--- src/rtl/mc_control_fsm.sv ---
// mc_control_fsm: multi-cycle Moore sequencer for the MIPS datapath.
// Steps each instruction through FETCH/DECODE/EXECUTE/MEM/WRITEBACK,
// stalls on the shared-memory mem_ready handshake and counts retired
// instructions.
//
// Handshake: a memory access is requested by holding mem_read or mem_write
// high; the access completes in the cycle where mem_ready is also high, and
// the sequencer only advances past FETCH/MEMRD/MEMWR in such a cycle.
//
// Optional build macro MC_ILLEGAL_TRAP_EN: when defined, an unrecognised
// opcode sets the sticky illegal flag and parks the sequencer in HALT; when
// undefined it retires as a 3-cycle NOP (FETCH, DECODE, NOP) with no enables.
//
// dbg_state exposes the raw state register for checkers.
module mc_control_fsm #(
  parameter int         CNT_W   = 32,
  parameter logic [5:0] HALT_OP = 6'b111111
) (
  input  logic             clk,
  input  logic             reset,
  input  logic             start,
  input  logic [5:0]       opcode,
  input  logic [5:0]       funct,
  input  logic             zero,
  input  logic             mem_ready,
  output logic             pc_write,
  output logic             pc_write_cond,
  output logic             branch_ne,
  output logic             iord,
  output logic             mem_read,
  output logic             mem_write,
  output logic             ir_write,
  output logic [1:0]       reg_dst,
  output logic [1:0]       mem_to_reg,
  output logic             reg_write,
  output logic             alu_src_a,
  output logic [1:0]       alu_src_b,
  output logic [2:0]       alu_op,
  output logic [1:0]       pc_source,
  output logic             busy,
  output logic             halted,
  output logic             illegal,
  output logic [CNT_W-1:0] instr_count,
  output logic [4:0]       dbg_state
);

  // State encoding
  localparam logic [4:0] ST_IDLE   = 5'd0;
  localparam logic [4:0] ST_FETCH  = 5'd1;
  localparam logic [4:0] ST_DECODE = 5'd2;
  localparam logic [4:0] ST_MEMADR = 5'd3;
  localparam logic [4:0] ST_MEMRD  = 5'd4;
  localparam logic [4:0] ST_MEMWB  = 5'd5;
  localparam logic [4:0] ST_MEMWR  = 5'd6;
  localparam logic [4:0] ST_REXEC  = 5'd7;
  localparam logic [4:0] ST_RWB    = 5'd8;
  localparam logic [4:0] ST_IEXEC  = 5'd9;
  localparam logic [4:0] ST_IWB    = 5'd10;
  localparam logic [4:0] ST_BRANCH = 5'd11;
  localparam logic [4:0] ST_JUMP   = 5'd12;
  localparam logic [4:0] ST_JAL    = 5'd13;
  localparam logic [4:0] ST_JR     = 5'd14;
  localparam logic [4:0] ST_HALT   = 5'd15;
  localparam logic [4:0] ST_NOP    = 5'd16;

  // Opcodes / functs
  localparam logic [5:0] OP_RTYPE = 6'b000000;
  localparam logic [5:0] OP_J     = 6'b000010;
  localparam logic [5:0] OP_JAL   = 6'b000011;
  localparam logic [5:0] OP_BEQ   = 6'b000100;
  localparam logic [5:0] OP_BNE   = 6'b000101;
  localparam logic [5:0] OP_ADDI  = 6'b001000;
  localparam logic [5:0] OP_ORI   = 6'b001101;
  localparam logic [5:0] OP_LUI   = 6'b001111;
  localparam logic [5:0] OP_LW    = 6'b100011;
  localparam logic [5:0] OP_SW    = 6'b101011;
  localparam logic [5:0] FN_JR    = 6'b001000;

  localparam logic [CNT_W-1:0] CNT_ONE = {{(CNT_W-1){1'b0}}, 1'b1};

  logic [4:0]       state_q, state_d;
  logic [4:0]       dec_next;
  logic [CNT_W-1:0] count_q, count_d;
  logic             illegal_q, illegal_d;
`ifdef MC_ILLEGAL_TRAP_EN
  logic             dec_illegal;
`endif

  // The ALU zero flag is consumed by the datapath's PC-write gating, not here.
  logic unused_zero;
  assign unused_zero = zero;

  // Opcode decode: the state DECODE hands off to.
  always_comb begin
    dec_next = ST_HALT;
`ifdef MC_ILLEGAL_TRAP_EN
    dec_illegal = 1'b0;
`endif
    case (opcode)
      OP_LW, OP_SW:           dec_next = ST_MEMADR;
      OP_RTYPE:               dec_next = (funct == FN_JR) ? ST_JR : ST_REXEC;
      OP_BEQ, OP_BNE:         dec_next = ST_BRANCH;
      OP_J:                   dec_next = ST_JUMP;
      OP_JAL:                 dec_next = ST_JAL;
      OP_ADDI, OP_ORI, OP_LUI: dec_next = ST_IEXEC;
      default: begin
        if (opcode == HALT_OP) begin
          dec_next = ST_HALT;
        end else begin
`ifdef MC_ILLEGAL_TRAP_EN
          dec_illegal = 1'b1;
          dec_next    = ST_HALT;
`else
          dec_next    = ST_NOP;
`endif
        end
      end
    endcase
  end

  // Next-state logic
  always_comb begin
    state_d = state_q;
    case (state_q)
      ST_IDLE:   if (start) state_d = ST_FETCH;
      ST_FETCH:  if (mem_ready) state_d = ST_DECODE;
      ST_DECODE: state_d = dec_next;
      ST_MEMADR: state_d = (opcode == OP_LW) ? ST_MEMRD : ST_MEMWR;
      ST_MEMRD:  if (mem_ready) state_d = ST_MEMWB;
      ST_MEMWR:  if (mem_ready) state_d = ST_FETCH;
      ST_REXEC:  state_d = ST_RWB;
      ST_IEXEC:  state_d = ST_IWB;
      ST_MEMWB, ST_RWB, ST_IWB, ST_BRANCH,
      ST_JUMP, ST_JAL, ST_JR, ST_NOP:
                 state_d = ST_FETCH;
      ST_HALT:   state_d = ST_HALT;
      default:   state_d = ST_IDLE;
    endcase
  end

  // Retire counter and sticky illegal flag
  always_comb begin
    count_d = count_q;
    // Entering FETCH from an instruction's last state retires it; the first
    // fetch after IDLE and the FETCH stall loop do not.
    if ((state_d == ST_FETCH) && (state_q != ST_IDLE) && (state_q != ST_FETCH)) begin
      count_d = count_q + CNT_ONE;
    end
    illegal_d = illegal_q;
`ifdef MC_ILLEGAL_TRAP_EN
    if ((state_q == ST_DECODE) && dec_illegal) begin
      illegal_d = 1'b1;
    end
`endif
  end

  // State, counter and flag registers
  always_ff @(posedge clk or negedge reset) begin
    if (!reset) begin
      state_q   <= ST_IDLE;
      count_q   <= '0;
      illegal_q <= 1'b0;
    end else begin
      state_q   <= state_d;
      count_q   <= count_d;
      illegal_q <= illegal_d;
    end
  end

  // Moore output decode; FETCH qualifies IR/PC load with mem_ready so the
  // instruction word is captured only when memory delivers it.
  always_comb begin
    pc_write      = 1'b0;
    pc_write_cond = 1'b0;
    branch_ne     = 1'b0;
    iord          = 1'b0;
    mem_read      = 1'b0;
    mem_write     = 1'b0;
    ir_write      = 1'b0;
    reg_dst       = 2'b00;
    mem_to_reg    = 2'b00;
    reg_write     = 1'b0;
    alu_src_a     = 1'b0;
    alu_src_b     = 2'b00;
    alu_op        = 3'b000;
    pc_source     = 2'b00;
    busy          = (state_q != ST_IDLE) && (state_q != ST_HALT);
    halted        = (state_q == ST_HALT);
    illegal       = illegal_q;
    instr_count   = count_q;
    dbg_state     = state_q;
    case (state_q)
      ST_FETCH: begin
        mem_read  = 1'b1;
        alu_src_b = 2'b01;
        ir_write  = mem_ready;
        pc_write  = mem_ready;
      end
      ST_DECODE: begin
        alu_src_b = 2'b11;
      end
      ST_MEMADR: begin
        alu_src_a = 1'b1;
        alu_src_b = 2'b10;
      end
      ST_MEMRD: begin
        mem_read = 1'b1;
        iord     = 1'b1;
      end
      ST_MEMWB: begin
        reg_write  = 1'b1;
        mem_to_reg = 2'b01;
      end
      ST_MEMWR: begin
        mem_write = 1'b1;
        iord      = 1'b1;
      end
      ST_REXEC: begin
        alu_src_a = 1'b1;
        alu_op    = 3'b010;
      end
      ST_RWB: begin
        reg_write = 1'b1;
        reg_dst   = 2'b01;
      end
      ST_IEXEC: begin
        alu_src_a = 1'b1;
        alu_src_b = 2'b10;
        if (opcode == OP_ORI)      alu_op = 3'b100;
        else if (opcode == OP_LUI) alu_op = 3'b011;
        else                       alu_op = 3'b000;
      end
      ST_IWB: begin
        reg_write = 1'b1;
      end
      ST_BRANCH: begin
        alu_src_a     = 1'b1;
        alu_op        = 3'b001;
        pc_write_cond = 1'b1;
        pc_source     = 2'b01;
        branch_ne     = (opcode == OP_BNE);
      end
      ST_JUMP: begin
        pc_write  = 1'b1;
        pc_source = 2'b10;
      end
      ST_JAL: begin
        // r31 receives the PC already incremented during FETCH.
        pc_write   = 1'b1;
        pc_source  = 2'b10;
        reg_write  = 1'b1;
        reg_dst    = 2'b10;
        mem_to_reg = 2'b10;
      end
      ST_JR: begin
        pc_write  = 1'b1;
        pc_source = 2'b11;
      end
      default: begin
      end
    endcase
  end

endmodule

--- config.mk ---
export PLATFORM = sky130hd
export DESIGN_NAME = mc_control_fsm
export DESIGN_NICKNAME = d
export VERILOG_FILES = /design/src/rtl/mc_control_fsm.sv
export SDC_FILE = /design/constraint.sdc
export NUM_CORES = 1
export LEC_CHECK = 0
export ABC_AREA = 1
export CAP_MARGIN = 10
export CORE_UTILIZATION = 49
export CTS_BUF_LIST = sky130_fd_sc_hd__clkbuf_16
export CTS_CLUSTER_DIAMETER = 80
export CTS_CLUSTER_SIZE = 10
export DETAILED_ROUTE_END_ITERATION = 16
export PLACE_DENSITY = 0.82
export REMOVE_ABC_BUFFERS = 1
export SYNTH_ARGS = -nofsm -noshare
export SYNTH_HDL_FRONTEND = slang
export SYNTH_SLANG_ARGS = --single-unit
--- constraint.sdc ---
create_clock -name clk -period 2.5 [get_ports clk]
set_clock_uncertainty 0.1 [all_clocks]
set_input_delay 0.5 -clock clk [delete_from_list [all_inputs] [get_ports clk]]
set_output_delay 0.5 -clock clk [all_outputs]
set_load 0.1 [all_outputs]
==> flow_summary.yaml, run 1 <==
run_status:
  status: "complete, no violations"
clocking:
  clock_path_buffers: 2
  path_clk_slew_ns: 0.06
  cts.sinks: 37
  cts_max_level: 2
  worstSkewPairLatency_ns: 0.28
  cts_root_buffer: "clkbuf_16"
  cts_tree: "done"
  cts_made_buffers: 5
sta:
  timing.fmax_mhz: 416.1
  drv_slew: 0
  setup_viol: 0
  final.min_clock_period_ns: 2.403
  slew-limit-headroom_pct: 44.76
  hold_viol: 0
  fin_tns_setup_ns: 0
  period_share_pct: 96.12
  worst_pin_slew_ns: 0.8286
layout:
  drive_gt1_share_pct: 21.12
  fin_nets: 533
  regArea_um2: 925.9
  final_area_um2: 4138
  multi_input_area_um2: 1747
  fillers: 436
  antenna_cells: 0
  syn2layout_area_growth_pct: 45.36
  post-route-util_pct: 74.68
floorplanning:
  coreArea_um2: 5540
  io_pins: 77
  chipWidth_um: 78.22
  dieArea_um2: 6118
  start_util_pct: 51.38
  die_height_um: 78.22
  rows: 27
synth:
  syn_area_per_cell_um2: 6.682
  syn_area_um2: 2846
  ys_ff_latch: 37
  yosys_warnings: 0
  ys_types: 31
  synth_seq_area_share_pct: 32.53
  syn_inst: 426
global_route:
  grt_remaining_overflow: 0
  grt_pass1_wl_um: 14760
  grt.total_usage_pct: 30.23
  antenna_found_initial: 0
  grt_max_degree: 38
  grt_pass1_vias: 3082
routing:
  via_per_inst: 5.633
  dr.pass1.iters: 4
  routed_wl_um: 8898
  drt_iter0_drc: 241
  ant_nets: 0
  drcViolationCount: 0
  vias: 3312
  detail_route.wl_per_cell_um: 15.13
power_and_ir_drop:
  total_power_mw: 4.415
  p_leak_nw: 2.135
  powerDensity_nw_per_um2: 1067
  vdd_drop_max_mv: 1.095
critical_path:
  cp.required_ns: 1.90
  crit_fanout: 9
  reg2reg_slack_ns: 0.26
  worst-r2r-cell-count: 12
  crit_chain: "inv_2, nand3_1, o22ai_1, or3_1, buf_12"
  critPathSlowestCell: "dfrtp_1"
  crit_type: "reg2out"
  end_kind: "output port"
  critPathCapture: "reg_write"
  crit_arrival_ns: 1.80
  max_stage_delay_ns: 0.45
  r2r-start: "dbg_state[4]"
  r2r_end: "instr_count[26]"
  worstSetupStartpointType: "flop"
  crit_start: "dbg_state[4]"
run:
  cap_violations: 0
placement:
  gp_congestion: 0.9313
  io_buffers: 74
  placed_cell_area_um2: 3894
  hpwl_um: 6618
worst_hold_path:
  hp-class: "in2async"
## per-stage QoR
stage,hold WS [ns],setup slack (ns),instances
detailed placement,0.4181,-0.2167,578
global route,0.2785,-0.001612,588
floorplan,0.1044,-1.783,413
finish,0.2124,0.09698,588
CTS,0.2420,0.01792,588
global placement,0.4083,-0.1277,578
## logic make-up after synthesis
| family | count (synthesis) | synth area share, % |
|---|---|---|
| buffers and inverters | 48 | 7.648 |
| adder cells (fa/ha/maj) | 1 | 0.4395 |
| XOR/XNOR | 30 | 9.231 |
| AO/OA/AOI/OAI | 12 | 2.462 |
| flip-flops | 37 | 32.53 |
| other | 1 | 0.1317 |
| AND/OR/NAND/NOR | 297 | 47.56 |
## flip-flops by register name, summed over array words and instances (netlist names)
register	flops
dbg_state	5
instr_count	32
## per-layer routing
layer	global-route usage, %	part of all wire (%)
met3	5.000	6.4
met1	41.12	43
met4	9.074	1.9
met5	0	0
met2	49.21	48
## cell type report
type / instances / area share [%]
Clock buffer: 5 / 3.024
Multi-Input combinational cell: 341 / 42.21
Inverter: 35 / 3.175
Sequential cell: 37 / 22.38
Tap cell: 72 / 2.177
Clock inverter: 3 / 1.058
Timing Repair Buffer: 95 / 25.98
## how the worst min path moves through the flow
stage,to,depth (start not counted)
6_report,instr_count[15],1
4_1_cts,instr_count[23],1
3_3_place_gp,instr_count[31],2
2_1_floorplan,dbg_state[0],0
3_5_place_dp,instr_count[31],2
5_1_grt,instr_count[31],1
## worst max-delay path: cells and delay by family, from the launching register on
kind	cells	cell delay [ns]
AND/OR/NAND/NOR	2	0.65
flip-flops	1	0.45
AO/OA/AOI/OAI	1	0.15
buffers and inverters	2	0.29
## placed cells by master, fill, tap and decap left out, types with 2 or more instances in the layout
cell type / instances
buf_12: 24
nor2_1: 51
dlygate4sd2_1: 4
dlymetal6s2s_1: 2
buf_4: 54
nor3_1: 24
o22ai_1: 2
xor2_1: 17
nand3_2: 2
inv_1: 31
nor2_2: 2
o21ai_0: 4
dfrtp_1: 37
a21oi_1: 2
nand4_1: 41
nor4_1: 2
xnor2_1: 13
nor2_4: 6
nor3_2: 3
inv_2: 4
clkbuf_16: 5
nand2_1: 140
nand3_1: 22
clkdlybuf4s50_1: 8
## synthesized netlist by cell type (all sizes together)
| master | count | area [um^2] |
|---|---|---|
| o21ai | 5 | 25.02 |
| nand4 | 42 | 269.0 |
| a21oi | 2 | 10.01 |
| inv | 35 | 131.4 |
| nor4 | 2 | 12.51 |
| nor2 | 59 | 246.5 |
| xnor2 | 13 | 113.9 |
| or3 | 1 | 6.260 |
| o21bai | 1 | 7.510 |
| ha | 1 | 12.51 |
| conb | 1 | 3.750 |
| o21a | 1 | 7.510 |
| dfrtp | 37 | 925.9 |
| buf | 13 | 86.33 |
| or2 | 1 | 6.260 |
| nor3 | 27 | 140.1 |
| nand2 | 140 | 525.5 |
| a21boi | 1 | 7.510 |
| xor2 | 17 | 148.9 |
| nand3 | 25 | 147.7 |
| o22ai | 2 | 12.51 |
## where the power goes
part | leakage [nW] | switching, mW | total (mW) | internal, mW
Clock | 0.0842 | 0.255 | 0.728 | 0.472
Sequential | 0.509 | 0.0883 | 0.743 | 0.655
Combinational | 1.54 | 2.10 | 2.94 | 0.845
## timing repair
action                     in CTS  in global routing
gates resized for setup         8                  9
setup buffers                   2                  0
hold buffers                    0                  0
setup endpoints to repair       3                 37
pin swaps                       1                  0
hold endpoints to repair        0                  0
No activity file was read; power rests on OpenSTA's default activity.
==> run 2, diff against run 1 <==
--- a/config.mk
+++ b/config.mk
@@ -12,6 +12,7 @@
 export CTS_CLUSTER_DIAMETER = 80
 export CTS_CLUSTER_SIZE = 10
 export DETAILED_ROUTE_END_ITERATION = 16
+export HOLD_SLACK_MARGIN = 0.05
 export PLACE_DENSITY = 0.82
 export REMOVE_ABC_BUFFERS = 1
 export SYNTH_ARGS = -nofsm -noshare
==> results of run 2 <==
The final DEF is identical to that of run 1; final timing and power are the same.
